<file path="src/rtl/l2_arbiter.sv">
// l2_arbiter: shares the unified L2 line port between the I-L1 (read-only)
// and the D-L1 (read/write-back). One line transaction is outstanding at a
// time; the winning request is captured at grant so the L2 sees a stable
// address/data bus, and the response is routed back to the owner only.
module l2_arbiter #(
  parameter int ADDR_W = 32,
  parameter int LINE_W = 256
) (
  input  logic              clk,
  input  logic              rst,
  // I-L1 side
  input  logic              i_read,
  input  logic [ADDR_W-1:0] i_address,
  output logic [LINE_W-1:0] i_rdata,
  output logic              i_resp,
  // D-L1 side
  input  logic              d_read,
  input  logic              d_write,
  input  logic [ADDR_W-1:0] d_address,
  input  logic [LINE_W-1:0] d_wdata,
  output logic [LINE_W-1:0] d_rdata,
  output logic              d_resp,
  // L2 side
  output logic              l2_read,
  output logic              l2_write,
  output logic [ADDR_W-1:0] l2_address,
  output logic [LINE_W-1:0] l2_wdata,
  input  logic [LINE_W-1:0] l2_rdata,
  input  logic              l2_resp,
  // status
  output logic              busy
);

  typedef enum logic [1:0] {
    S_IDLE  = 2'd0,
    S_SERVE = 2'd1,
    S_DONE  = 2'd2
  } state_t;

  localparam logic OWN_I = 1'b0;
  localparam logic OWN_D = 1'b1;
  localparam logic OP_RD = 1'b0;
  localparam logic OP_WR = 1'b1;

  state_t            state_q, state_d;
  logic              owner_q, owner_d;
  logic              last_grant_q, last_grant_d;
  logic              op_q, op_d;
  logic [ADDR_W-1:0] addr_q, addr_d;
  logic [LINE_W-1:0] wdata_q, wdata_d;
  logic [LINE_W-1:0] rdata_q, rdata_d;

  logic              d_req;
  logic              grant_valid;
  logic              grant_owner;

  // State register; reset aborts any in-flight L2 transaction
  always_ff @(posedge clk) begin
    if (!rst) begin
      state_q <= S_IDLE;
    end else begin
      state_q <= state_d;
    end
  end

  // Next-state: requests are only looked at in IDLE, so a level still held
  // during DONE cannot start a second transaction
  always_comb begin
    state_d = state_q;
    case (state_q)
      S_IDLE:  if (i_read || d_req) state_d = S_SERVE;
      S_SERVE: if (l2_resp)         state_d = S_DONE;
      S_DONE:                       state_d = S_IDLE;
      default:                      state_d = S_IDLE;
    endcase
  end

  // Grant decision: single requester wins outright, a tie goes to the side
  // that did not win last time
  always_comb begin
    d_req       = d_read | d_write;
    grant_valid = (state_q == S_IDLE) && (i_read || d_req);
    if (i_read && d_req) begin
      grant_owner = ~last_grant_q;
    end else begin
      grant_owner = d_req ? OWN_D : OWN_I;
    end
  end

  // Transaction latches: captured at grant (read+write together is a
  // write-back), read data captured on the L2 completion
  always_comb begin
    owner_d      = owner_q;
    last_grant_d = last_grant_q;
    op_d         = op_q;
    addr_d       = addr_q;
    wdata_d      = wdata_q;
    rdata_d      = rdata_q;
    if (grant_valid) begin
      owner_d      = grant_owner;
      last_grant_d = grant_owner;
      if (grant_owner == OWN_D) begin
        op_d    = d_write ? OP_WR : OP_RD;
        addr_d  = d_address;
        wdata_d = d_wdata;
      end else begin
        op_d    = OP_RD;
        addr_d  = i_address;
      end
    end
    if ((state_q == S_SERVE) && l2_resp) begin
      rdata_d = l2_rdata;
    end
  end

  // Latch registers; last_grant resets to D so I wins the first tie
  always_ff @(posedge clk) begin
    if (!rst) begin
      owner_q      <= OWN_I;
      last_grant_q <= OWN_D;
      op_q         <= OP_RD;
      addr_q       <= '0;
      wdata_q      <= '0;
      rdata_q      <= '0;
    end else begin
      owner_q      <= owner_d;
      last_grant_q <= last_grant_d;
      op_q         <= op_d;
      addr_q       <= addr_d;
      wdata_q      <= wdata_d;
      rdata_q      <= rdata_d;
    end
  end

  // Outputs decoded from registered state only
  always_comb begin
    l2_read    = (state_q == S_SERVE) && (op_q == OP_RD);
    l2_write   = (state_q == S_SERVE) && (op_q == OP_WR);
    l2_address = addr_q;
    l2_wdata   = wdata_q;
    i_resp     = (state_q == S_DONE) && (owner_q == OWN_I);
    d_resp     = (state_q == S_DONE) && (owner_q == OWN_D);
    i_rdata    = rdata_q;
    d_rdata    = rdata_q;
    busy       = (state_q != S_IDLE);
  end

endmodule
</file>
<file path="config.mk">
export PLATFORM = sky130hd
export DESIGN_NAME = l2_arbiter
export DESIGN_NICKNAME = d
export VERILOG_FILES = /design/src/rtl/l2_arbiter.sv
export SDC_FILE = /design/constraint.sdc
export NUM_CORES = 1
export LEC_CHECK = 0
export CAP_MARGIN = 20
export CORE_AREA = 4 4 541 543
export CTS_CLUSTER_DIAMETER = 60
export DETAILED_ROUTE_END_ITERATION = 10
export DIE_AREA = 0 0 545 547
export PLACE_DENSITY_LB_ADDON = 0.1
export SYNTH_ARGS = -nofsm -noshare
export SYNTH_HDL_FRONTEND = slang
export SYNTH_SLANG_ARGS = --single-unit
</file>
<file path="constraint.sdc">
create_clock -name clk -period 2.81 [get_ports clk]
set_clock_uncertainty 0.15 [all_clocks]
set_input_delay 0.7025 -clock clk [delete_from_list [all_inputs] [get_ports clk]]
set_output_delay 0.7025 -clock clk [all_outputs]
set_load 0.01 [all_outputs]
</file>
==> metrics.md <==
| Metric | Value |
|---|---|
| Status | `complete, no violations` |
| Async set or reset register ratio after synthesis | `0%` |
| RR Endpoint | `l2_wdata[59]` |
| Unique masters post-synth | `25` |
| Cells after Synth | `2743` |
| Post-synth top cells | `nand2_1, dfxtp_1, a21oi_1, buf_4, nand3_1` |
| Fin area | `42700 sq um` |
| Share of cells above drive strength 1 | `8.66%` |
| Die width | `545 microns` |
| Count leader, synth | `nand2_1` |
| Crit path capture type | `output port` |
| Core Area | `288000 sq um` |
| Post-synthesis sequential area ratio | `50.2%` |
| Crit path from | `d_rdata[198]` |
| Ys flop type | `dfxtp_1` |
| Leak pwr | `14.0 nW` |
| Via-to-Cell Ratio | `3.16` |
| #FFs+latches synth | `549` |
| Clk sinks | `549` |
| Peak VDD IR | `468 uV` |
| Cell Area, Synth | `21900 sq um` |
| TritonRoute pass-1 iters | `5` |
| Critical path class | `reg2out` |
| GRT Max-Usage Layer | `met2` |
| Vias in the first global route | `25113` |
| Final cell count without fillers | `7725` |
| ANT nets after route | `0` |
| FF-to-FF setup slack | `700 ps` |
| Period utilization | `96.4%` |
| Hold Buf Count CTS | `0` |
| Hpwl dp | `144 mm` |
| Avg WL per Cell | `23.4 microns` |
| Worst hold slack | `322 ps` |
| Final min period | `2710 ps` |
| First-pass GRT wire length | `235 mm` |
| CP peak stage delay | `610 ps` |
| Share of the synthesized area in the top cell type | `50.2%` |
| Vias after detailed routing | `24392` |
| Critical path depth | `1` |
| Worst-case clock buffer depth | `3` |
| RSZ-0062 raised after global routing | `no` |
| Area growth, synth to finish | `95.0%` |
| Setup crit end | `d_rdata[198]` |
| Fin nets | `4411` |
| Final GP Congestion | `0.764` |
| Max Clk Rate | `369 MHz` |
| Final setup viols | `0` |
| Synthesis Warnings | `0` |
| DRC Markers | `0` |
| Total Routing Usage GR | `11.5%` |
| Buffers on Ports | `1386` |
| Most area-hungry cell type in the Yosys netlist | `dfxtp_1` |
| Met2 global-route usage | `19.6%` |
| Largest net degree at the start of global routing | `119` |
| DR iter-0 viols | `1141` |
| Syn Nets | `3325` |
| Synth top area cells | `dfxtp_1, a21oi_1, nand2_1` |
| Routed wire length | `180 mm` |
| Overall power | `27.5 mW` |
| Worst-margin pin slew | `688 ps` |
| Post-DP Area | `38900 sq um` |
| Met3 Track Usage GR | `6.08%` |
| Overall die area | `298000 sq um` |
| Critical Path RT | `1960 ps` |
| Initial antenna violation count | `119` |
| CP Launch Type | `register` |
| Number of synthesized flops with an enable pin | `0` |
| H-tree levels | `3` |
| Pins Over Slew Limit | `0` |
| Clock Tree Root | `clkbuf_16` |
| Top-Level Pins | `1387` |
| Final worst-path setup slack | `102 ps` |
| Initial Utilization | `7.62%` |
| Max-cap viol count | `0` |
| Reg-to-Reg Start | `state_q[0]` |
| Chip height | `547 microns` |
| Clock transition at path regs | `60 ps` |
| Met1 Track Usage GR | `12.1%` |
| Top delay family on crit path | `buffers and inverters` |
| CP Data Arrival Time | `1860 ps` |
| Buf/Inv on CP | `1` |
| Worst Hold Class | `reg2reg` |
| Placed insts | `7507` |
| Crit-path cells | `clkdlybuf4s50_1` |
| Fillers | `32587` |
| Slew HR | `54.1%` |
| Synth Area per Inst | `7.99 sq um` |
| Worst skew pair latency | `700 ps` |
| Row count | `197` |
| Final Hold Viols | `0` |
| Worst r2r path cells | `6` |
| Remaining Overflow, GRT | `0` |
| Worst Path Max Fanout | `3` |
| Num CTS Buffers | `101` |
| Slowest CP cell | `clkdlybuf4s50_1` |
| Pre-CTS WS | `-127 ps` |
| CTS tree | `done` |
| Pwr/cell area | `645 nW/um^2` |
layout by cell type, fill, tap and decap left out, drive strengths merged:
cell type         n
clkdlybuf4s50  1375
nand2           577
dfxtp           549
a21oi           546
o21ai           259
nand3           258
clkbuf          137
buf             104
a311oi           32
diode            28
clkinv           21
bufinv           15
inv              12
clkinvlp          8
nor2              6
dlygate4sd2       4
and3b             2
clkdlybuf4s15     2
o21a              1
nand2b            1
nor3b             1
nor3              1
a2bb2oi           1
o2bb2ai           1
or3               1
nand3b            1
dlymetal6s2s      1
cell type report:
type	count	area (sq um)	share of cell area (%)
Tap cell	3781	4730	11.1
Inverter	3	26.3	0.0615
Timing Repair Buffer	1486	15200	35.6
Multi-Input combinational cell	1688	7910	18.5
Clock inverter	53	778	1.82
Clock buffer	137	2920	6.84
Antenna cell	28	70.1	0.164
Sequential cell	549	11100	25.9
flip-flops by register name, indices dropped and copies added, names as in the netlist:
| signal | cells |
|---|---|
| d_rdata | 256 |
| state_q | 2 |
| l2_wdata | 256 |
| op_q | 1 |
| last_grant_q | 1 |
| l2_address | 32 |
| owner_q | 1 |
per-layer routing:
layer | share of wire [%] | wire, microns | up-vias
li1 | - | - | 11290
met1 | 37 | 66800 | 11498
met2 | 48 | 86000 | 1149
met3 | 11 | 20700 | 349
met4 | 3.5 | 6230 | 106
met5 | 0.40 | 713 | -
tightest hold or removal path: cells and delay by family (launching register included):
family             cells  cell delay (ps)
DFF                    1              300
AOI/OAI and AO/OA      2              120
cell families after synthesis:
group,count (synthesis),share of synthesized area (%)
compound gates,840,19.9
simple gates,848,16.1
buf+inv,506,13.8
flops,549,50.2
power by group:
group / internal, mW / switching, mW / leakage, nW / total, mW
registers: 8.33 / 0.528 / 4.51 / 8.86
clock network: 8.69 / 4.91 / 1.80 / 13.6
logic: 2.51 / 2.57 / 7.66 / 5.08
total: 19.5 / 8.01 / 14.0 / 27.5
per-stage QoR:
step           setup TNS, ps  util [%]
4_1_cts                    0      14.8
6_report                   0      14.9
3_5_place_dp           -3160      13.5
5_1_grt                    0      14.8
3_3_place_gp           -2670      13.5
2_1_floorplan              0         -
what timing repair did:
item                                   in CTS  in global routing
gates resized for setup                    65                  3
endpoints found under the hold margin       0                  0
setup endpoints to repair                 100                  2
pin swaps                                   0                  0
setup buffers                               0                  0
worst min-delay path by stage:
stage	slack [ps]	endpoint	from	depth (start not counted)
floorplan	310	op_q	op_q	2
global placement	310	d_rdata[25]	d_rdata[25]	2
detailed placement	320	l2_wdata[18]	l2_wdata[18]	2
CTS	250	d_rdata[192]	l2_rdata[192]	3
global route	290	d_rdata[163]	l2_rdata[163]	3
finish	320	l2_wdata[164]	l2_wdata[164]	2
Power figures use the tool's default switching activity.
